<file path="src/rtl/acc_pkg.sv">
// Shared operation codes and source-select constants for the accumulator/stack datapath.
package acc_pkg;

  typedef enum logic [2:0] {
    OP_NOP   = 3'b000,
    OP_LOAD  = 3'b001,
    OP_PUSH  = 3'b010,
    OP_POP   = 3'b011,
    OP_SWAP  = 3'b100,
    OP_CLR   = 3'b101,
    OP_FLUSH = 3'b110,
    OP_RSVD  = 3'b111
  } acc_op_e;

  // SEL_ALU is the canonical code; any SelAcc with bit 1 set selects the ALU.
  localparam logic [1:0] SEL_IMM = 2'b00;
  localparam logic [1:0] SEL_REG = 2'b01;
  localparam logic [1:0] SEL_ALU = 2'b10;

endpackage

</file>
<file path="src/rtl/acc_lifo.sv">
// Save/restore LIFO: DEPTH x WIDTH storage with occupancy count.
// Trusts its controls; the caller blocks push-when-full and pop/swap-when-empty.
module acc_lifo
  import acc_pkg::*;
#(
  parameter int WIDTH = 8,
  parameter int DEPTH = 4,
  parameter int CW    = $clog2(DEPTH + 1)
) (
  input  logic             clk,
  input  logic             CLB,
  input  logic             push,
  input  logic             pop,
  input  logic             swap,
  input  logic             flush,
  input  logic [WIDTH-1:0] wdata,
  output logic [WIDTH-1:0] top,
  output logic [CW-1:0]    count,
  output logic             full,
  output logic             empty
);

  logic [WIDTH-1:0] mem_r [DEPTH];
  logic [CW-1:0]    count_r;
  logic [WIDTH-1:0] top_s;

  // Occupancy counter; storage itself is deliberately left out of reset.
  always_ff @(posedge clk) begin
    if (CLB) begin
      count_r <= '0;
    end else if (flush) begin
      count_r <= '0;
    end else if (push) begin
      count_r <= count_r + CW'(1);
    end else if (pop) begin
      count_r <= count_r - CW'(1);
    end else begin
      count_r <= count_r;
    end
  end

  // Entry writes: push fills slot [count], swap overwrites slot [count-1].
  always_ff @(posedge clk) begin
    for (int i = 0; i < DEPTH; i++) begin
      if (push && (count_r == CW'(i))) begin
        mem_r[i] <= wdata;
      end else if (swap && (count_r == CW'(i + 1))) begin
        mem_r[i] <= wdata;
      end else begin
        mem_r[i] <= mem_r[i];
      end
    end
  end

  // Top-of-stack mux; no slot matches count==0, so an empty stack reads zero.
  always_comb begin
    top_s = '0;
    for (int i = 0; i < DEPTH; i++) begin
      top_s = (count_r == CW'(i + 1)) ? mem_r[i] : top_s;
    end
  end

  assign top   = top_s;
  assign count = count_r;
  assign full  = (count_r == CW'(DEPTH));
  assign empty = (count_r == CW'(0));

endmodule

</file>
<file path="src/rtl/acc_stack.sv">
// Accumulator with save/restore LIFO, sticky error and zero flag.
// Define ACC_IMM_SEXT_EN to sign-extend the immediate on LOAD (default: zero-extend).
module acc_stack
  import acc_pkg::*;
#(
  parameter int WIDTH = 8,
  parameter int IMM_W = 4,
  parameter int DEPTH = 4,
  parameter int CW    = $clog2(DEPTH + 1)
) (
  input  logic             clk,
  input  logic             CLB,
  input  logic [WIDTH-1:0] aluIn,
  input  logic [WIDTH-1:0] regIn,
  input  logic [IMM_W-1:0] imm,
  input  logic [1:0]       SelAcc,
  input  logic [2:0]       op,
  output logic [WIDTH-1:0] Acc,
  output logic [WIDTH-1:0] top,
  output logic [CW-1:0]    count,
  output logic             full,
  output logic             empty,
  output logic             err,
  output logic             zero
);

  logic [WIDTH-1:0] acc_r, acc_nxt_s, src_s, imm_ext_s, top_s;
  logic             err_r, err_nxt_s;
  logic             push_s, pop_s, swap_s, flush_s;
  logic             full_s, empty_s;
  acc_op_e          op_s;

`ifdef ACC_IMM_SEXT_EN
  assign imm_ext_s = WIDTH'($signed(imm));
`else
  assign imm_ext_s = WIDTH'(imm);
`endif

  // LOAD source select.
  always_comb begin
    if (SelAcc[1]) begin
      src_s = aluIn;
    end else if (SelAcc == SEL_REG) begin
      src_s = regIn;
    end else begin
      src_s = imm_ext_s;
    end
  end

  // Op decode; illegal stack ops are dropped here and only raise err.
  always_comb begin
    op_s      = acc_op_e'(op);
    acc_nxt_s = acc_r;
    err_nxt_s = err_r;
    push_s    = 1'b0;
    pop_s     = 1'b0;
    swap_s    = 1'b0;
    flush_s   = 1'b0;
    if (CLB) begin
      acc_nxt_s = '0;
      err_nxt_s = 1'b0;
    end else begin
      case (op_s)
        OP_LOAD: acc_nxt_s = src_s;
        OP_PUSH: begin
          if (full_s) begin
            err_nxt_s = 1'b1;
          end else begin
            push_s = 1'b1;
          end
        end
        OP_POP, OP_SWAP: begin
          if (empty_s) begin
            err_nxt_s = 1'b1;
          end else begin
            acc_nxt_s = top_s;
            pop_s     = (op_s == OP_POP);
            swap_s    = (op_s == OP_SWAP);
          end
        end
        OP_CLR: begin
          acc_nxt_s = '0;
          err_nxt_s = 1'b0;
        end
        OP_FLUSH: flush_s = 1'b1;
        default:  acc_nxt_s = acc_r;
      endcase
    end
  end

  // Accumulator and sticky error registers.
  always_ff @(posedge clk) begin
    if (CLB) begin
      acc_r <= '0;
      err_r <= 1'b0;
    end else begin
      acc_r <= acc_nxt_s;
      err_r <= err_nxt_s;
    end
  end

  acc_lifo #(
    .WIDTH(WIDTH),
    .DEPTH(DEPTH),
    .CW   (CW)
  ) u_lifo (
    .clk  (clk),
    .CLB  (CLB),
    .push (push_s),
    .pop  (pop_s),
    .swap (swap_s),
    .flush(flush_s),
    .wdata(acc_r),
    .top  (top_s),
    .count(count),
    .full (full_s),
    .empty(empty_s)
  );

  assign Acc   = acc_r;
  assign top   = top_s;
  assign full  = full_s;
  assign empty = empty_s;
  assign err   = err_r;
  assign zero  = (acc_r == '0);

endmodule

</file>
<file path="config.mk">
export PLATFORM = sky130hd
export DESIGN_NAME = acc_stack
export DESIGN_NICKNAME = d
export VERILOG_FILES = /design/src/rtl/acc_pkg.sv /design/src/rtl/acc_lifo.sv /design/src/rtl/acc_stack.sv
export SDC_FILE = /design/constraint.sdc
export NUM_CORES = 1
export LEC_CHECK = 0
export CORE_UTILIZATION = 50
export DETAILED_ROUTE_END_ITERATION = 6
export GPL_TIMING_DRIVEN = 0
export PLACE_DENSITY_LB_ADDON = 0.05
export SETUP_SLACK_MARGIN = 0.3
export SLEW_MARGIN = 0
export SYNTH_ARGS = -nofsm -noshare
export SYNTH_HDL_FRONTEND = slang
export SYNTH_HIERARCHICAL = 1
export SYNTH_SLANG_ARGS = --single-unit
</file>
<file path="constraint.sdc">
create_clock -name clk -period 2.9 [get_ports clk]
set_clock_uncertainty 0.2 [all_clocks]
set_input_delay 0.87 -clock clk [delete_from_list [all_inputs] [get_ports clk]]
set_output_delay 0.87 -clock clk [all_outputs]
set_load 0.01 [all_outputs]
</file>
==> flow_summary.ini <==
[status]
outcome = finished, violations left
violations = setup timing

[yosys]
syn-cell-area_um2 = 2240
synth_cell_types = 39
synth_enable_flop_cells = 32
synth_fa_ha_area_share_pct = 3.35
synth_area_per_cell_um2 = 10.7
yosys.area_share.simple_pct = 14.7
ys_warn_count = 6
synth_top_family_by_area = compound AO/OA/AOI/OAI gates
synth_compound_area_share_pct = 20.2
syn_nets = 242
ys_seq_area_share_pct = 53.6
synthCells = 209
synthMuxAreaShare_pct = 2.23
synth-async-reset-ratio_pct = 0
ys_ff_latch = 44
synth_xor_area_share_pct = 0.781
synthFlopType = edfxtp_1

[clock_network]
cts-htree-levels = 2
root_buffer = clkbuf_8
cts_buffers = 5
cts_tree = done
clock_latency_ps = 300
cts_buffer_depth = 2
clk_pin_slew_worst_paths_ps = 80
cts_hold_buf = 0
cts_sinks = 44

[timing]
setup_viol = 8
finalSetupTns_ps = -1110
max_freq_mhz = 328
fin_crit_sh_pct = 105
worstMarginPinSlew_ps = 612
final-hold-violation-count = 0
hold_ws_ps = 302
slew_viol_final = 0
max_slew_margin_pct = 58.8
rsz0062_at_grt = yes
finalCriticalPeriod_ps = 3050
setup_slack_ps = -152

[global_route]
grt_pass1_vias = 1870
grt_pass1_wl_mm = 9.10
grt_start_max_net_pins = 15
grt.overflow.total = 0
antenna_found_initial = 0
track_usage_pct = 27.4

[layout]
final_common_cell = clkdlybuf4s50_1
final_core_util_pct = 82.3
syn2layout_area_growth_pct = 52.2
drive_gt1_share_pct = 35.6
n_antenna_cell = 0
fin_nets = 321
layout_common_cells = 33 x clkdlybuf4s50_1, 32 x edfxtp_1, 27 x nand2_1, 24 x buf_4, 17 x nor2_1
nFillCells = 212

[floorplan]
io_pins = 50
coreArea_um2 = 4140
dieArea_um2 = 4760
dieHeight_um = 69.0
fp.dieW_um = 69.0
start_util_pct = 54.1
rows = 23

[detailed_routing]
drc_errors = 0
wl_per_cell_um = 19.4
antenna_left = 0
drt_pre_antenna_iters = 4
drt_iter0_drc = 127
vias_per_cell = 5.93
routed_wirelength_mm = 6.58
vias = 2009

[worst_setup_path]
startpoint_type = flip-flop
cp-endpoint = top[0]
critPathKind = reg -> out
rr_worst_depth = 6
r2r-end = u_lifo/mem_r[2][0]
critPathLaunch = u_lifo/count[1]
worstReg2RegStart = u_lifo/count[0]
cp-end-kind = primary output
crit_required_ps = 1830
reg2reg_slack_ps = 200
arrival_ps = 1980
worst-path-max-fanout = 5

[pwr]
power_density_nw_per_um2 = 435
p_leak_nw = 1.25
vdd_drop_max_mv = 0.258

[placed_design]
post-place-ws_ps = -579
port_buffers = 47
gp_congestion = 0.810
hpwl_mm = 3.94

[min_path]
hold_path.class = reg -> reg

[job]
drv_cap = 0
[per-layer routing]
metal | GRT usage (%) | vias to the layer above | wire length [µm]
li1 | - | 935 | -
met1 | 33.7 | 955 | 2600
met2 | 45.5 | 100 | 3330
met3 | 6.91 | 19 | 480
met4 | 11.0 | 0 | 168
met5 | 0 | - | 0
[report_power, final]
| group | internal (mW) | switching (mW) | total (mW) |
|---|---|---|---|
| combinational | 0.152 | 0.145 | 0.298 |
| sequential | 0.694 | 0.0230 | 0.717 |
| clock | 0.255 | 0.214 | 0.470 |
[synthesized netlist by cell type (all sizes together) (2+ instances only)]
cell | number | area share (%)
edfxtp | 32 | 43
nor2 | 20 | 3.3
a211oi | 3 | 1.0
inv | 12 | 2.0
nor2b | 2 | 0.56
clkbuf | 9 | 1.5
o21ai | 10 | 2.2
buf | 5 | 1.7
a31oi | 8 | 2.2
a221oi | 7 | 4.7
nor4 | 2 | 0.56
nand2 | 30 | 5.0
ha | 6 | 3.3
a21oi | 5 | 1.1
nor3b | 2 | 0.89
mux2i | 5 | 2.2
nand2b | 4 | 1.2
o32ai | 4 | 1.6
a22oi | 13 | 4.4
and2 | 2 | 0.56
dfxtp | 12 | 11
xnor2 | 2 | 0.78
[final cells by class]
type / instances / area [µm²] / area share, %
Tap cell: 50 / 62.6 / 1.83
Clock inverter: 3 / 42.5 / 1.25
Sequential cell: 44 / 1210 / 35.6
Multi-Input combinational cell: 139 / 1190 / 34.9
Inverter: 12 / 48.8 / 1.43
Buffer: 14 / 114 / 3.34
Timing Repair Buffer: 72 / 669 / 19.6
Clock buffer: 5 / 68.8 / 2.02
[flip-flops by register name, indices dropped and copies added (netlist names)]
register	flops
u_lifo/count	3
Acc	8
u_lifo/mem_r	32
err	1
[cells by family (layout without fill, tap and decap cells)]
kind of cell,after synthesis,in the layout
buffers and inverters,26,106
and+or+nand+nor,68,68
muxes,5,5
DFF,44,44
xor gates and xnor gates,2,2
adders and majority gates,6,6
AOI/OAI and AO/OA,58,58
[worst max-delay path: stages, from the launching register on]
cell     delay (ps)
dfxtp_4         380
ha_4            170
ha_4            180
nor4b_4         290
buf_4           200
a22oi_2          80
a31oi_4         250
buf_6           130
[worst min-delay path by stage]
stage	from	endpoint	slack, ps	cells after the start
final	Acc[3]	u_lifo/mem_r[1][3]	300	0
after global routing	Acc[3]	u_lifo/mem_r[2][3]	310	0
after CTS	Acc[3]	u_lifo/mem_r[2][3]	290	0
after detailed placement	err	err	300	2
after global placement	err	err	290	2
after floorplan	err	err	310	2
[through the flow]
stage / cell area [µm²] / cells / power (mW)
2_1_floorplan: 2300 / 209 / 0.852
3_3_place_gp: 2840 / 306 / 0.965
3_5_place_dp: 2840 / 306 / 0.970
4_1_cts: 3230 / 333 / 1.45
5_1_grt: 3410 / 339 / 1.53
6_report: 3410 / 339 / 1.48
[repair_timing]
| action | 4_1_cts | 5_1_grt |
|---|---|---|
| gates resized for setup | 77 | 28 |
| endpoints found under the setup margin | 49 | 51 |
| setup buffers | 19 | 6 |
| pin swaps | 15 | 13 |
| gates cloned | 0 | 0 |
Power figures use the tool's default switching activity.
==> variant (same settings) <==
`WIDTH` is set to 8 in 2 places; all go to 9.
--- a/src/rtl/acc_lifo.sv
+++ b/src/rtl/acc_lifo.sv
@@ -3,7 +3,7 @@
 module acc_lifo
   import acc_pkg::*;
 #(
-  parameter int WIDTH = 8,
+  parameter int WIDTH = 9,
   parameter int DEPTH = 4,
   parameter int CW    = $clog2(DEPTH + 1)
 ) (
--- a/src/rtl/acc_stack.sv
+++ b/src/rtl/acc_stack.sv
@@ -3,7 +3,7 @@
 module acc_stack
   import acc_pkg::*;
 #(
-  parameter int WIDTH = 8,
+  parameter int WIDTH = 9,
   parameter int IMM_W = 4,
   parameter int DEPTH = 4,
   parameter int CW    = $clog2(DEPTH + 1)
Ports: changed (resized Acc, aluIn, regIn and top); port bits go from 50 to 54. No check against the original RTL was run, so the function may have changed too.
==> variant against the original RTL <==
The run ends with DRC, setup timing left; register-to-register slack gained 0.04 ns; worst setup slack worse by 0.084 ns; area after synthesis is 9.4% higher; cell area up 7.0%; via count rose by 2.3%; routed wire length is 5.3% lower; sequential cell count grew 5; power up 1.5%; synthesized cell count grew 8.1%; critical path type unchanged.
==> variant: results (changes against the original RTL) <==
Worst Path Max Fanout: 4 (was 5)
CP top delay family: flip-flops (unchanged)
all-layer global routing usage: 0.2483 (was 0.2736)
VDD IR max: 0.2208 mV (was 0.2582 mV)
R2R cell count: 13 (was 6)
via count: 2,056 (was 2,009)
CTS clk-pin slew, worst paths: 0.10 ns (was 0.08 ns)
Synth Area in XOR/XNOR: 0.007143 (was 0.007813)
antenna diode count: 0 (unchanged)
slowest stage cell, crit path: dfxtp_4 (unchanged)
Hold Crit Class: reg2reg (unchanged)
Fillers: 322 (was 212)
sequential area share after synthesis: 0.5469 (was 0.5357)
Post-synth ARST share: 0 (unchanged)
setup TNS: -1.783 ns (was -1.113 ns)
total CTS buffers: 5 (unchanged)
Final WS setup: -0.2356 ns (was -0.1519 ns)
multiplexer share of the synthesized area: 0.02041 (was 0.02232)
layout cell share with drive strength beyond 1: 0.3376 (was 0.3564)
CP Data Arrival Time: 2.07 ns (was 1.98 ns)
final setup fails: 10 (was 8)
most frequent cells after synthesis: edfxtp_1, nand2_1, nor2_1, a22oi_1 (unchanged)
# DRC: 2 (was 0)
compound-gate portion of the synthesized area: 0.2015 (was 0.2020)
failing checks: DRC, setup timing (was setup timing)
Final nets: 345 (was 321)
Vias/cell: 5.439 (was 5.926)
GP Congestion: 0.8086 (was 0.8102)
Post-DP HPWL: 4142 microns (was 3939 microns)
Root Buffer: clkbuf_8 (unchanged)
ys flop type: edfxtp_1 (unchanged)
EDFF count, synth: 36 (was 32)
hold path cells: 2 (was 0)
Clk Latency, worst-skew pair: 0.31 ns
syn_area_per_cell: 10.85 sq um (was 10.73 sq um)
Synth Area in Adders: 0.03061 (was 0.03348)
IO Port Bufs: 50 (was 47)
Slew HR: 0.7057 (was 0.5877)
Max stage delay on crit path: 0.38 ns (about the same)
vias in the first global route: 1,965 (was 1,870)
Iteration-0 DRC Markers: 132 (was 127)
status: finished, violations left (unchanged)
Syn Nets: 261 (was 242)
largest net degree at the start of global routing: 16 (was 15)
H-tree lvl count: 2 (unchanged)
static leakage: 1.323 nW (was 1.253 nW)
# placed instances: 343 (was 306)
first-pass GRT wire length: 9639 microns (was 9101 microns)
flop-to-flop setup slack: 0.24 ns (was 0.20 ns)
Hold WS: 0.3373 ns (was 0.3022 ns)
wire length per cell: 16.48 microns (was 19.40 microns)
Yosys Warn Count: 6 (unchanged)
drt pass-1 iters: 6 (was 4)
dominant cells by area after synthesis: edfxtp_1, dfxtp_1, nand2_1 (unchanged)
max FFs per register: 36 (was 32)
-- variant: worst register-to-register path, stage by stage, from the launching register on --
cell,delay [ns]
dfxtp_4,0.38
ha_4,0.17
ha_4,0.17
nor4b_4,0.37
buf_6,0.18
a22oi_1,0.08
a31oi_2,0.21
buf_4,0.14
buf_4,0.09
buf_4,0.10
nor2_1,0.04
a21oi_2,0.14
o32ai_2,0.10
a221oi_2,0.21
-- variant: final timing paths --
kind                   startpoint      to
setup / recovery  u_lifo/count[0]  top[2]
hold / removal             Acc[5]  Acc[5]
setup reg to reg  u_lifo/count[0]  Acc[1]
hold reg to reg            Acc[5]  Acc[5]
-- variant: metrics by stage --
stage	area [sq um]	worst slack, ns
after floorplan	2555	0.2962
after global placement	3139	-0.5531
after detailed placement	3139	-0.6708
after CTS	3535	-0.1957
after global routing	3650	-0.2665
final	3650	-0.2356
-- variant: area by class of cell --
type / instances / area, sq um / share of cell area
sequential: 49 / 1353 / 0.3706
inverter: 13 / 55.05 / 0.01508
tap: 67 / 83.83 / 0.02297
buffer: 15 / 112.6 / 0.03085
timing repair buffer: 77 / 726.9 / 0.1992
clock inverter: 3 / 17.52 / 0.004799
multi-input combinational: 149 / 1232 / 0.3377
clock buffer: 5 / 68.82 / 0.01885
-- variant: report_power, final --
group          internal (mW)  leakage [nW]  switching (mW)
clock                  0.167        0.0455           0.232
sequential             0.774         0.442          0.0286
combinational          0.163         0.836           0.142
-- variant: what timing repair did --
item / CTS / global route
cloned: 1 / 0
setup endpoints to repair: 55 / 57
buffers inserted: 21 / 5
resized for setup: 80 / 17
pin swaps: 18 / 11
-- variant: kinds of logic (layout without fill, tap and decap cells) --
family	after synthesis	after routing
AO/OA/AOI/OAI	63	63
XOR/XNOR	2	2
multiplexers	5	5
AND/OR/NAND/NOR	73	73
adder cells (fa/ha/maj)	6	6
flip-flops	49	49
buffers and inverters	28	113
-- variant: metal layers --
metal	global-route usage	up-vias	wire length [microns]	share of wire
li1	-	1010	-	-
met1	0.3419	961	2867	0.46
met2	0.3931	76	2934	0.47
met3	0.05278	9	336	0.054
met4	0.08497	0	90	0.014
met5	0	-	0	0
